[src/rtl/radio_grid_ctrl_if.sv]
// Radio grid controller port bundle: packet handshake, clear control,
// display read port and status outputs.
interface radio_grid_ctrl_if;
   logic [6:0] pkt_in;
   logic       pkt_valid;
   logic       pkt_ready;
   logic       clear_req;
   logic       busy;
   logic [2:0] rd_x;
   logic [1:0] rd_y;
   logic [1:0] rd_value;
   logic       update_stb;
   logic [7:0] err_count;

   modport master (
      output pkt_in,
      output pkt_valid,
      output clear_req,
      output rd_x,
      output rd_y,
      input  pkt_ready,
      input  busy,
      input  rd_value,
      input  update_stb,
      input  err_count
   );

   modport slave (
      input  pkt_in,
      input  pkt_valid,
      input  clear_req,
      input  rd_x,
      input  rd_y,
      output pkt_ready,
      output busy,
      output rd_value,
      output update_stb,
      output err_count
   );
endinterface

[src/rtl/radio_grid_ctrl.sv]
// Maze grid store fed by radio packets, with a clear sweep and display read.
// Define RADIO_GRID_ERRCNT_EN to count dropped out-of-range packets.
module radio_grid_ctrl #(
   parameter int GRID_W = 5,
   parameter int GRID_H = 4
) (
   input logic               clk,
   input logic               rst,
   radio_grid_ctrl_if.slave  bus
);

   localparam int CELLS = GRID_W * GRID_H;
   localparam int AW    = (CELLS > 1) ? $clog2(CELLS) : 1;

   typedef enum logic [1:0] {
      IDLE,
      WRITE,
      CLEAR
   } state_t;

   typedef struct packed {
      logic [2:0] x;
      logic [1:0] y;
      logic [1:0] val;
   } pkt_t;

   state_t        state;
   state_t        state_nxt;
   pkt_t          hold;
   logic [AW-1:0] sweep;
   logic [1:0]    grid [CELLS];
   logic [1:0]    rd_value_q;
   logic          update_stb_q;

   logic          take;
   logic          wr_hit;
   logic          rd_hit;
   logic          sweep_last;
   logic [AW-1:0] wr_idx;
   logic [AW-1:0] rd_idx;

   assign bus.pkt_ready = (state == IDLE) && !bus.clear_req && !rst;
   assign bus.busy       = (state == CLEAR);
   assign bus.rd_value   = rd_value_q;
   assign bus.update_stb = update_stb_q;

   assign take = bus.pkt_valid && bus.pkt_ready;

   assign wr_hit = (int'(hold.x) < GRID_W) && (int'(hold.y) < GRID_H);
   assign wr_idx = AW'(int'(hold.y) * GRID_W + int'(hold.x));

   assign rd_hit = (int'(bus.rd_x) < GRID_W) && (int'(bus.rd_y) < GRID_H);
   assign rd_idx = AW'(int'(bus.rd_y) * GRID_W + int'(bus.rd_x));

   assign sweep_last = (int'(sweep) == CELLS - 1);

   always_ff @(posedge clk or posedge rst) begin
      if (rst) begin
         state <= IDLE;
      end else begin
         state <= state_nxt;
      end
   end

   // Clear wins over a simultaneous packet; take already excludes clear_req.
   always_comb begin
      state_nxt = state;
      unique case (state)
         IDLE: begin
            if (bus.clear_req) begin
               state_nxt = CLEAR;
            end else if (take) begin
               state_nxt = WRITE;
            end
         end
         WRITE: begin
            state_nxt = IDLE;
         end
         CLEAR: begin
            if (sweep_last) begin
               state_nxt = IDLE;
            end
         end
         default: begin
            state_nxt = IDLE;
         end
      endcase
   end

   // Read samples the grid before this edge's write: read-old-on-collision.
   always_ff @(posedge clk or posedge rst) begin
      if (rst) begin
         hold         <= '0;
         sweep        <= '0;
         rd_value_q   <= '0;
         update_stb_q <= 1'b0;
         for (int i = 0; i < CELLS; i++) begin
            grid[i] <= '0;
         end
      end else begin
         update_stb_q <= 1'b0;
         if (take) begin
            hold <= pkt_t'(bus.pkt_in);
         end
         if (state == WRITE && wr_hit) begin
            grid[wr_idx] <= hold.val;
            update_stb_q <= 1'b1;
         end
         if (state == CLEAR) begin
            grid[sweep] <= '0;
            sweep       <= sweep_last ? '0 : sweep + 1'b1;
         end
         rd_value_q <= rd_hit ? grid[rd_idx] : '0;
      end
   end

`ifdef RADIO_GRID_ERRCNT_EN
   logic [7:0] err_q;

   always_ff @(posedge clk or posedge rst) begin
      if (rst) begin
         err_q <= '0;
      end else if (state == WRITE && !wr_hit && err_q != 8'hFF) begin
         err_q <= err_q + 8'd1;
      end
   end

   assign bus.err_count = err_q;
`else
   assign bus.err_count = '0;
`endif

endmodule

[src/flat_wrapper.sv]
// flat-port wrapper written by rule: the top's interface ports become plain ports
module radio_grid_ctrl_flat 
#(
   parameter int GRID_W = 5,
   parameter int GRID_H = 4
)
  (clk, rst, bus_pkt_in, bus_pkt_valid, bus_clear_req, bus_rd_x, bus_rd_y, bus_pkt_ready, bus_busy, bus_rd_value, bus_update_stb, bus_err_count);
  radio_grid_ctrl_if bus_i ();
  input logic clk;
  input logic rst;
  input wire logic [$bits(bus_i.pkt_in)-1:0] bus_pkt_in;
  input wire logic [$bits(bus_i.pkt_valid)-1:0] bus_pkt_valid;
  input wire logic [$bits(bus_i.clear_req)-1:0] bus_clear_req;
  input wire logic [$bits(bus_i.rd_x)-1:0] bus_rd_x;
  input wire logic [$bits(bus_i.rd_y)-1:0] bus_rd_y;
  output wire logic [$bits(bus_i.pkt_ready)-1:0] bus_pkt_ready;
  output wire logic [$bits(bus_i.busy)-1:0] bus_busy;
  output wire logic [$bits(bus_i.rd_value)-1:0] bus_rd_value;
  output wire logic [$bits(bus_i.update_stb)-1:0] bus_update_stb;
  output wire logic [$bits(bus_i.err_count)-1:0] bus_err_count;
  assign bus_i.pkt_in = bus_pkt_in;
  assign bus_i.pkt_valid = bus_pkt_valid;
  assign bus_i.clear_req = bus_clear_req;
  assign bus_i.rd_x = bus_rd_x;
  assign bus_i.rd_y = bus_rd_y;
  assign bus_pkt_ready = bus_i.pkt_ready;
  assign bus_busy = bus_i.busy;
  assign bus_rd_value = bus_i.rd_value;
  assign bus_update_stb = bus_i.update_stb;
  assign bus_err_count = bus_i.err_count;
  radio_grid_ctrl #(.GRID_W(GRID_W), .GRID_H(GRID_H)) u_core (.clk(clk), .rst(rst), .bus(bus_i));
endmodule
[config.mk]
export PLATFORM = sky130hd
export DESIGN_NAME = radio_grid_ctrl_flat
export DESIGN_NICKNAME = d
export VERILOG_FILES = /design/src/rtl/radio_grid_ctrl_if.sv /design/src/rtl/radio_grid_ctrl.sv /design/src/flat_wrapper.sv
export SDC_FILE = /design/constraint.sdc
export NUM_CORES = 1
export LEC_CHECK = 0
export CORE_MARGIN = 4
export CORE_UTILIZATION = 35
export DETAILED_ROUTE_END_ITERATION = 6
export GPL_ROUTABILITY_DRIVEN = 0
export SLEW_MARGIN = 0
export SYNTH_ARGS = -nofsm -noshare
export SYNTH_HDL_FRONTEND = slang
export SYNTH_SLANG_ARGS = --single-unit
[constraint.sdc]
create_clock -name clk -period 3.3 [get_ports clk]
set_input_delay 0.495 -clock clk [delete_from_list [all_inputs] [get_ports clk]]
set_output_delay 0.495 -clock clk [all_outputs]
set_load 0.01 [all_outputs]
==> out/qor.tcl, run 1 <==
set qor(result_of_the_run) {complete, no violations}
set qor(setup_tns_ns) 0
set qor(syn-instance-count) 356
set qor(portBuffers) 20
set qor(maxSlewHeadroom) 0.373
set qor(critical_path_peak_fanout) 11
set qor(areaGrowthSynthToFinish_pct) 13.4
set qor(grt_max_degree) 23
set qor(routed_wire_length_per_instance_um) 18.7
set qor(criticalPathCategory) {reg2reg}
set qor(highest_metal_used) {met4}
set qor(detail_route.drc_violations) 0
set qor(coreArea_mm2) 0.00991
set qor(worst_setup_hold_path_clk_slew_ns) 0.07
set qor(antenna_left) 0
set qor(grt_pass1_wl_um) 15700
set qor(yosys_most_used_dff) {sky130_fd_sc_hd__dfrtp_1}
set qor(final_layout_size_suffix_gt1_frac) 0.120
set qor(sequential_element_share_of_the_synthesized_area) 0.397
set qor(post_layout_nonfiller_instances) 509
set qor(vert_die_dim_um) 109
set qor(power-per-cell-area_mw_per_mm2) 747
set qor(ioPinCount) 29
set qor(power_leakage_nw) 1.79
set qor(rows) 36
set qor(yosys_register_bits) 57
set qor(finalHoldViolCount) 0
set qor(total_power_mw) 3.05
set qor(synth_edf_count) 0
set qor(first_global_vias) 2884
set qor(commonest_non_fill_non_tap_cells_in_the_layout) {57 x sky130_fd_sc_hd__dfrtp_1, 43 x sky130_fd_sc_hd__nand2_1, 24 x sky130_fd_sc_hd__nand3_1, 21 x sky130_fd_sc_hd__mux2i_1, 20 x sky130_fd_sc_hd__clkdlybuf4s50_1}
set qor(number_of_nets_in_the_final_layout) 405
set qor(maxSlewViolCount) 0
set qor(detailroute.wirelength.met3_um) 585
set qor(fin_worst_hold_slack_ns) 0.520
set qor(hold_path.class) {in2async}
set qor(drt_first_pass_iters) 5
set qor(min_period_over_period) 0.863
set qor(initial_utilization) 0.363
set qor(detailedPlacementHpwl_um) 7150
set qor(placedCellCount) 493
set qor(drv.max_cap_violation_count) 0
set qor(die_area_mm2) 0.0120
set qor(async_flop_share) 1.00
set qor(clock_root_cell) {sky130_fd_sc_hd__clkbuf_8}
set qor(arrival_ns) 3.09
set qor(syn_area_mm2) 0.00360
set qor(grt_usage) 0.172
set qor(worst-r2r-setup-slack_ns) 0.45
set qor(setup.worst_path.start_class) {flip-flop}
set qor(avgSynthCellArea_um2) 10.1
set qor(initial_detailed_routing_violation_count) 235
set qor(setup.worst_path.end_class) {flip-flop}
set qor(yosys.cell_types.count) 61
set qor(timing_worst_slew_pin_value_ns) 0.939
set qor(drt-vias-per-instance) 5.60
set qor(cts-htree-levels) 3
set qor(report.final.setup_viol) 0
set qor(ir_drop_mv) 0.394
set qor(mostFrequentLayoutCell) {sky130_fd_sc_hd__dfrtp_1}
set qor(post_cts.repair.setup_buffers) 0
set qor(cts_inserted_buffers) 9
set qor(final_core_util) 0.412
set qor(cts.sinks) 57
set qor(die_width_um) 109
set qor(cp.required_ns) 3.54
set qor(clock_latency_ns) 0.34
set qor(tritoncts_clock_tree) {done}
set qor(skew_ns) 0.00926
set qor(antenna_diode_count) 0
set qor(cts.repair.resized) 0
set qor(drt_wl_total_um) 9510
set qor(clockBufferDepth) 2
set qor(ys_warn_count) 0
set qor(grt_remaining_overflow) 0
set qor(num_vias) 2850
set qor(fmax_mhz) 351
set qor(wl_met1_um) 4270
set qor(met2_length_um) 4550
set qor(post_cts_hold_buffer_count) 0
set qor(post-route-min-period_ns) 2.85
set qor(antenna_found_initial) 0
set qor(rsz0062_at_grt) {false}
-- worst max-delay path, cell delays in order, from the launching register on --
cell,delay [ns]
sky130_fd_sc_hd__dfrtp_1,0.41
sky130_fd_sc_hd__ha_1,0.30
sky130_fd_sc_hd__ha_1,0.22
sky130_fd_sc_hd__fa_1,0.74
sky130_fd_sc_hd__nand2b_1,0.28
sky130_fd_sc_hd__a211oi_2,0.45
sky130_fd_sc_hd__nand3_1,0.14
sky130_fd_sc_hd__a21boi_0,0.19
-- metrics by stage --
| stage | instance area [um2] | worst slack (ns) |
|---|---|---|
| finish | 4080 | 0.452 |
| global route | 4080 | 0.274 |
| CTS | 4080 | 0.496 |
| detailed placement | 3830 | 0.272 |
| global placement | 3830 | 0.346 |
| floorplan | 3620 | 0.799 |
-- final cells by class --
type	count	area (um2)
Sequential cell	57	1430
Timing Repair Buffer	24	230
Tap cell	133	166
Fill cell	966	5830
Inverter	6	22.5
Multi-Input combinational cell	273	1990
Clock buffer	11	141
Clock inverter	5	103
-- final timing paths --
path                                               end                  startpoint  cells after the start
min in group clk             u_core.grid[29]$_DFF_PP0_   u_core.grid[29]$_DFF_PP0_                      2
min                        u_core.state[0]$_DFFE_PP0P_                         rst                      2
max in group asynchronous    u_core.grid[15]$_DFF_PP0_                         rst                      3
max                          u_core.grid[31]$_DFF_PP0_  u_core.hold[3]$_DFFE_PP0P_                      7
max reg2reg                  u_core.grid[31]$_DFF_PP0_  u_core.hold[3]$_DFFE_PP0P_                      7
min reg2reg                  u_core.grid[29]$_DFF_PP0_   u_core.grid[29]$_DFF_PP0_                      2
-- cell families (layout without fill, tap and decap cells) --
kind of cell / after synthesis / after routing / share of synthesized area
AOI/OAI and AO/OA: 78 / 78 / 0.148
xor gates and xnor gates: 4 / 4 / 0.0118
adders and majority gates: 18 / 18 / 0.0668
buffers and inverters: 33 / 46 / 0.0574
DFF: 57 / 57 / 0.397
muxes: 34 / 34 / 0.121
other: 1 / 8 / 0.00104
and+or+nand+nor: 131 / 131 / 0.198
-- power breakdown --
part | leakage [nW] | switching, mW | internal, mW
combinational | 0.902 | 0.871 | 0.421
clock | 0.120 | 0.288 | 0.521
sequential | 0.769 | 0.157 | 0.788
-- synthesized netlist by cell type, types with 5 or more instances --
library cell / instances / share of area
sky130_fd_sc_hd__dfrtp_1: 57 / 0.40
sky130_fd_sc_hd__nand2_1: 43 / 0.045
sky130_fd_sc_hd__nand3_1: 24 / 0.033
sky130_fd_sc_hd__mux2i_1: 21 / 0.058
sky130_fd_sc_hd__o21ai_0: 19 / 0.026
sky130_fd_sc_hd__ha_1: 16 / 0.056
sky130_fd_sc_hd__a21oi_1: 12 / 0.017
sky130_fd_sc_hd__nand4_1: 12 / 0.021
sky130_fd_sc_hd__buf_4: 9 / 0.019
sky130_fd_sc_hd__nor2_1: 9 / 0.0094
sky130_fd_sc_hd__o31ai_1: 9 / 0.019
sky130_fd_sc_hd__clkbuf_1: 8 / 0.0084
sky130_fd_sc_hd__o211ai_1: 8 / 0.017
sky130_fd_sc_hd__mux4_2: 7 / 0.044
sky130_fd_sc_hd__nor2b_1: 7 / 0.012
sky130_fd_sc_hd__a21boi_0: 6 / 0.013
sky130_fd_sc_hd__mux2_2: 6 / 0.019
sky130_fd_sc_hd__buf_2: 5 / 0.0070
sky130_fd_sc_hd__inv_1: 5 / 0.0052
sky130_fd_sc_hd__nor3b_1: 5 / 0.010
-- routing by layer --
| layer | vias to the layer above | global-route usage |
|---|---|---|
| met1 | 1401 | 0.233 |
| met4 | 0 | 0.0347 |
| met3 | 10 | 0.0464 |
| met2 | 104 | 0.278 |
| met5 | - | 0 |
| li1 | 1335 | - |
-- sequential cells by signal, indices dropped and copies added (netlist names) --
register               flops
u_core.bus.rd_value        2
u_core.state               2
u_core.grid               40
u_core.sweep               5
u_core.bus.update_stb      1
u_core.hold                7
No activity file was read; power rests on OpenSTA's default activity.
==> run 2, diff against run 1 <==
CAP_MARGIN = 20   (was not set)
CORE_MARGIN = not set   (was 4)
==> out/qor.tcl, run 2 (synthesis results as in run 1) <==
set qor(result_of_the_run) {complete, no violations}
set qor(worst_setup_hold_path_clk_slew_ns) 0.07 ;# about the same
set qor(path_delay_family) {adder cells}
set qor(layout.filler_cells) 967 ;# +0.10%
set qor(slowest_delay_ns) 0.51 ;# -0.23 ns
set qor(largest_register_ffs) 40 ;# unchanged
set qor(initial_detailed_routing_violation_count) 182 ;# -23%
set qor(final_core_util) 0.407 ;# -0.00510
set qor(cts_inserted_buffers) 9 ;# unchanged
set qor(vert_die_dim_um) 103 ;# -5.5%
set qor(number_of_nets_in_the_final_layout) 405 ;# unchanged
set qor(detail_route.drc_violations) 0 ;# unchanged
set qor(clockBufferDepth) 2 ;# unchanged
set qor(total_power_mw) 2.80 ;# -7.9%
set qor(clock_root_cell) {sky130_fd_sc_hd__clkbuf_8}
set qor(finalHoldViolCount) 0 ;# unchanged
set qor(cp_cell_sequence) {ha_1 -> ha_1 -> fa_1 -> xor2_2 -> or2_2 -> nor3_1 -> mux2i_1}
set qor(first_global_vias) 2717 ;# -5.8%
set qor(mostFrequentLayoutCell) {sky130_fd_sc_hd__dfrtp_1}
set qor(cts-htree-levels) 3 ;# unchanged
set qor(die_area_mm2) 0.0107 ;# -11%
set qor(cts.sinks) 57 ;# unchanged
set qor(maxSlewHeadroom) 0.423 ;# +0.0504
set qor(criticalPathCategory) {reg2reg}
set qor(routed_wire_length_per_instance_um) 17.7 ;# -5.1%
set qor(clock_latency_ns) 0.34 ;# about the same
set qor(post_cts.repair.setup_buffers) 0 ;# unchanged
set qor(grt_max_degree) 37 ;# +61%
set qor(share_of_power_burned_in_the_clock_network) 0.200 ;# -0.066
set qor(largest_registers) {u_core.grid x40, u_core.hold x7, u_core.sweep x5}
set qor(grt_remaining_overflow) 0 ;# unchanged
set qor(timing_worst_slew_pin_value_ns) 0.864 ;# -0.0754 ns
set qor(drt-vias-per-instance) 5.62 ;# +0.32%
set qor(rows) 36 ;# unchanged
set qor(comb_power_share) 0.465 ;# +0.041
set qor(drt_wl_total_um) 9030 ;# -5.1%
set qor(num_vias) 2859 ;# +0.32%
set qor(worst_hold_startpoint) {u_core.grid[6]$_DFF_PP0_}
set qor(ioPinCount) 29 ;# unchanged
set qor(cp_slowest_cell) {sky130_fd_sc_hd__nor3_1}
set qor(antenna_found_initial) 0 ;# unchanged
set qor(die_width_um) 103 ;# -5.5%
set qor(antenna_left) 0 ;# unchanged
set qor(critPathLaunch) {u_core.hold[3]$_DFFE_PP0P_}
set qor(hold_path.class) {reg2reg}
set qor(grt_pass1_wl_um) 14900 ;# -5.1%
set qor(fin_worst_hold_slack_ns) 0.527 ;# +0.00683 ns
set qor(setup.worst_path.start_class) {flip-flop}
set qor(cts.repair.resized) 0 ;# unchanged
set qor(initial_utilization) 0.365 ;# +0.00166
set qor(report.final.setup_viol) 0 ;# unchanged
set qor(maxSlewViolCount) 0 ;# unchanged
set qor(cp.required_ns) 3.56 ;# +0.02 ns
set qor(drt_first_pass_iters) 5 ;# unchanged
set qor(skew_ns) 0.00992 ;# +0.000653 ns
set qor(drv.max_cap_violation_count) 0 ;# unchanged
set qor(grt_usage) 0.190 ;# +0.0176
set qor(critical-path-top-cell-by-count) {sky130_fd_sc_hd__ha_1}
set qor(coreArea_mm2) 0.00986 ;# -0.45%
set qor(setup_tns_ns) 0 ;# unchanged
set qor(switching_part_of_the_total_power) 0.473 ;# +0.0407
set qor(post-route-min-period_ns) 2.76 ;# -0.0860 ns
set qor(antenna_diode_count) 0 ;# unchanged
set qor(post_cts_hold_buffer_count) 0 ;# unchanged
set qor(commonest_non_fill_non_tap_cells_in_the_layout) {57 x sky130_fd_sc_hd__dfrtp_1, 43 x sky130_fd_sc_hd__nand2_1, 24 x sky130_fd_sc_hd__nand3_1, 21 x sky130_fd_sc_hd__mux2i_1, 20 x sky130_fd_sc_hd__clkdlybuf4s50_1}
set qor(power-per-cell-area_mw_per_mm2) 699 ;# -6.3%
set qor(fmax_mhz) 362 ;# +3.1%
set qor(arrival_ns) 3.02 ;# -0.07 ns
set qor(worst_r2r_startpoint) {u_core.hold[3]$_DFFE_PP0P_}
set qor(critical_path_peak_fanout) 6 ;# -5
set qor(critPathBufInv) 0 ;# unchanged
set qor(ir_drop_mv) 0.339 ;# -14%
set qor(detailedPlacementHpwl_um) 6600 ;# -7.7%
set qor(rsz0062_at_grt) {false}
set qor(min_period_over_period) 0.837 ;# -0.0261
set qor(regMostFlops) {u_core.grid}
set qor(areaGrowthSynthToFinish_pct) 11.5
set qor(tritoncts_clock_tree) {done}
set qor(portBuffers) 20 ;# unchanged
set qor(setup.worst_path.end_class) {flip-flop}
set qor(power.share.sequential) 0.335 ;# +0.025
set qor(p_int_mw) 1.48 ;# -15%
set qor(power_switching_mw) 1.33 ;# +0.75%
set qor(final_layout_size_suffix_gt1_frac) 0.120 ;# unchanged
set qor(power_leakage_nw) 1.76 ;# -1.8%
## run 2: path summary, 6_finish.rpt
| path | slack, ns | endpoint | depth (start not counted) |
|---|---|---|---|
| worst max-delay path | 0.54 | u_core.grid[4]$_DFF_PP0_ | 7 |
| worst max register to register | 0.54 | u_core.grid[4]$_DFF_PP0_ | 7 |
| worst min-delay path | 0.53 | u_core.grid[6]$_DFF_PP0_ | 2 |
| min in group asynchronous | 0.55 | u_core.hold[3]$_DFFE_PP0P_ | 2 |
| worst min register to register | 0.53 | u_core.grid[6]$_DFF_PP0_ | 2 |
| max in group asynchronous | 2.16 | u_core.grid[9]$_DFF_PP0_ | 3 |
## run 2: power groups by stage
| stage | clock network (mW) | registers [mW] | logic (mW) |
|---|---|---|---|
| 4_1_cts | 0.578 | 0.938 | 1.28 |
| 5_1_grt | 0.610 | 0.963 | 1.44 |
| 3_3_place_gp | 0 | 0.948 | 1.25 |
| 3_5_place_dp | 0 | 0.952 | 1.28 |
| 2_1_floorplan | 0 | 0.861 | 1.10 |
| 6_report | 0.560 | 0.940 | 1.30 |
## run 2: layer usage
metal,part of all wire,GRT usage
met1,0.47,0.267
met2,0.45,0.284
met3,0.057,0.0491
met4,0.024,0.0628
met5,0,0
## run 2: per-stage QoR
step	setup WS, ns	area (um2)	std cells
after floorplan	0.799	3620	363
after global placement	0.351	3850	493
after detailed placement	0.282	3850	493
after CTS	0.566	4010	509
after global routing	0.325	4010	509
final	0.538	4010	509
## run 2: layout make-up
class | count | area (um2) | area share
Sequential cell | 57 | 1430 | 0.356
Inverter | 6 | 22.5 | 0.00562
Clock inverter | 6 | 35.0 | 0.00874
Tap cell | 133 | 166 | 0.0415
Timing Repair Buffer | 24 | 243 | 0.0605
Clock buffer | 10 | 128 | 0.0318
Multi-Input combinational cell | 273 | 1990 | 0.496
## run 2: worst min-delay path, stage by stage, from the launching register on
cell                      delay (ns)
sky130_fd_sc_hd__dfrtp_1        0.38
sky130_fd_sc_hd__nand2_1        0.06
sky130_fd_sc_hd__mux2i_1        0.05
==> run 3, diff against run 2 <==
clock period = 2.3 ns   (was 3.3 ns; I/O delays follow)
==> out/qor.tcl, run 3 (synthesis results as in run 1) <==
set qor(final_layout_size_suffix_gt1_frac) 0.256 ;# +0.136
set qor(skew_ns) 0.00870 ;# -0.00122 ns
set qor(worstRegToRegCells) 7 ;# unchanged
set qor(initial_utilization) 0.365 ;# unchanged
set qor(routed_wire_length_per_instance_um) 17.1 ;# -3.6%
set qor(path_delay_family) {adder cells}
set qor(largest_registers) {u_core.grid x40, u_core.hold x7, u_core.sweep x5}
set qor(drv.max_cap_violation_count) 0 ;# unchanged
set qor(clock_latency_ns) 0.34 ;# about the same
set qor(grt_usage) 0.198 ;# +0.00806
set qor(drt_first_pass_iters) 4 ;# -1
set qor(portBuffers) 20 ;# unchanged
set qor(antenna_diode_count) 0 ;# unchanged
set qor(post_layout_nonfiller_instances) 555 ;# +9.0%
set qor(areaGrowthSynthToFinish_pct) 26.8
set qor(cp.required_ns) 2.51 ;# -1.05 ns
set qor(placedCellCount) 537 ;# +8.9%
set qor(ioPinCount) 29 ;# unchanged
set qor(rows) 36 ;# unchanged
set qor(report.final.setup_viol) 20 ;# +20
set qor(setup_tns_ns) -0.565 ;# -0.565 ns
set qor(coreArea_mm2) 0.00986 ;# unchanged
set qor(final_critical_path_setup_slack_ns) -0.0634 ;# -0.602 ns
set qor(antenna_found_initial) 0 ;# unchanged
set qor(worst_setup_hold_path_clk_slew_ns) 0.07 ;# about the same
set qor(post_cts_hold_buffer_count) 0 ;# unchanged
set qor(critical_path_peak_fanout) 8 ;# +2
set qor(tritoncts_clock_tree) {done}
set qor(num_vias) 2960 ;# +3.5%
set qor(setup.worst_path.start_class) {flip-flop}
set qor(first_global_vias) 3015 ;# +11%
set qor(drt-vias-per-instance) 5.33 ;# -5.0%
set qor(largest_register_ffs) 40 ;# unchanged
set qor(worst-r2r-setup-slack_ns) -0.06 ;# -0.60 ns
set qor(maxSlewViolCount) 0 ;# unchanged
set qor(power-per-cell-area_mw_per_mm2) 1110 ;# +59%
set qor(detailedPlacementHpwl_um) 7280 ;# +10%
set qor(finalHoldViolCount) 0 ;# unchanged
set qor(hold_path.class) {in2async}
set qor(setup.worst_path.end_class) {flip-flop}
set qor(die_width_um) 103 ;# unchanged
set qor(min_period_over_period) 1.03 ;# +0.191
set qor(clock_root_cell) {sky130_fd_sc_hd__clkbuf_8}
set qor(slowest_delay_ns) 0.58 ;# +0.07 ns
set qor(ir_drop_mv) 0.599 ;# +77%
set qor(power_leakage_nw) 2.06 ;# +17%
set qor(number_of_nets_in_the_final_layout) 451 ;# +11%
set qor(cp_cell_sequence) {ha_1 -> ha_4 -> fa_2 -> nand2b_1 -> a211o_4 -> o211ai_1 -> o31ai_1}
set qor(critPathLaunch) {u_core.hold[3]$_DFFE_PP0P_}
set qor(critPathBufInv) 0 ;# unchanged
set qor(clockBufferDepth) 2 ;# unchanged
set qor(die_area_mm2) 0.0107 ;# unchanged
set qor(grt_max_degree) 41 ;# +11%
set qor(cts-htree-levels) 3 ;# unchanged
set qor(cts_inserted_buffers) 9 ;# unchanged
set qor(grt_remaining_overflow) 0 ;# unchanged
set qor(initial_detailed_routing_violation_count) 153 ;# -16%
set qor(cts.sinks) 57 ;# unchanged
set qor(post-route-min-period_ns) 2.36 ;# -0.398 ns
set qor(result_of_the_run) {complete, but fails checks}
set qor(worst_r2r_startpoint) {u_core.hold[3]$_DFFE_PP0P_}
set qor(rsz0062_at_grt) {true}
set qor(detail_route.drc_violations) 0 ;# unchanged
set qor(grt_pass1_wl_um) 15600 ;# +4.7%
set qor(failing_checks) {setup timing}
set qor(antenna_left) 0 ;# unchanged
set qor(fmax_mhz) 423 ;# +17%
set qor(commonest_non_fill_non_tap_cells_in_the_layout) {57 x sky130_fd_sc_hd__dfrtp_1, 47 x sky130_fd_sc_hd__buf_4, 43 x sky130_fd_sc_hd__nand2_1, 21 x sky130_fd_sc_hd__mux2i_1, 19 x sky130_fd_sc_hd__nand3_1}
set qor(timing_worst_slew_pin_value_ns) 0.657 ;# -0.207 ns
set qor(arrival_ns) 2.57 ;# -0.45 ns
set qor(reg2reg_to) {u_core.grid[29]$_DFF_PP0_}
set qor(drt_wl_total_um) 9490 ;# +5.2%
set qor(criticalPathCategory) {reg2reg}
set qor(regMostFlops) {u_core.grid}
set qor(maxSlewHeadroom) 0.559 ;# +0.136
set qor(mostFrequentLayoutCell) {sky130_fd_sc_hd__dfrtp_1}
set qor(cp_slowest_cell) {sky130_fd_sc_hd__fa_2}
set qor(total_power_mw) 5.08 ;# +81%
set qor(vert_die_dim_um) 103 ;# unchanged
## run 3: worst max path at each step
stage                                             to  depth (start not counted)
global placement    u_core.bus.rd_value[1]$_DFF_PP0_                          8
CTS                        u_core.grid[35]$_DFF_PP0_                          8
finish                     u_core.grid[29]$_DFF_PP0_                          7
detailed placement  u_core.bus.rd_value[1]$_DFF_PP0_                          8
floorplan                  u_core.grid[35]$_DFF_PP0_                          8
global route               u_core.grid[35]$_DFF_PP0_                          8
## run 3: worst reg2reg max path, cell delays in order, from the launching register on
cell and delay (ns):
sky130_fd_sc_hd__dfrtp_1 0.39, sky130_fd_sc_hd__ha_1 0.33, sky130_fd_sc_hd__ha_4 0.18, sky130_fd_sc_hd__fa_2 0.58, sky130_fd_sc_hd__nand2b_1 0.13, sky130_fd_sc_hd__a211o_4 0.38
sky130_fd_sc_hd__o211ai_1 0.17, sky130_fd_sc_hd__o31ai_1 0.09
## run 3: cell type report
cell class / count / area (um2)
fill: 912 / 5300
multi-input combinational: 273 / 2140
sequential: 57 / 1430
timing repair buffer: 70 / 593
clock buffer: 14 / 173
tap: 133 / 166
clock inverter: 2 / 35.0
inverter: 6 / 22.5
## run 3: through the flow
stage / cell area, um2 / util / hold slack [ns] / setup WS [ns]
4_1_cts: 4500 / 0.457 / 0.455 / -0.0789
3_3_place_gp: 4190 / 0.425 / 0.509 / -0.470
3_5_place_dp: 4190 / 0.425 / 0.518 / -0.541
6_report: 4560 / 0.462 / 0.462 / -0.0634
2_1_floorplan: 3630 / - / 0.483 / -0.0984
5_1_grt: 4560 / 0.462 / 0.480 / -0.166
## run 3: where the power goes
group	leakage, nW	total [mW]	internal (mW)	switching (mW)
Clock	0.107	0.992	0.589	0.404
Sequential	0.769	1.30	1.13	0.167
Combinational	1.18	2.79	1.21	1.57
Total	2.06	5.08	2.93	2.15
## run 3: repair_timing
action,4_1_cts,5_1_grt
gates cloned,0,0
setup buffers,1,1
pin swaps,9,9
resized for setup,28,14
endpoints found under the setup margin,37,41
## run 3: layer usage
layer	global-route usage	wire length [um]	vias to the layer above
met1	0.255	4320	1444
met3	0.0551	515	12
met5	0	0	-
met4	0.0596	109	0
li1	-	-	1427
met2	0.322	4550	77
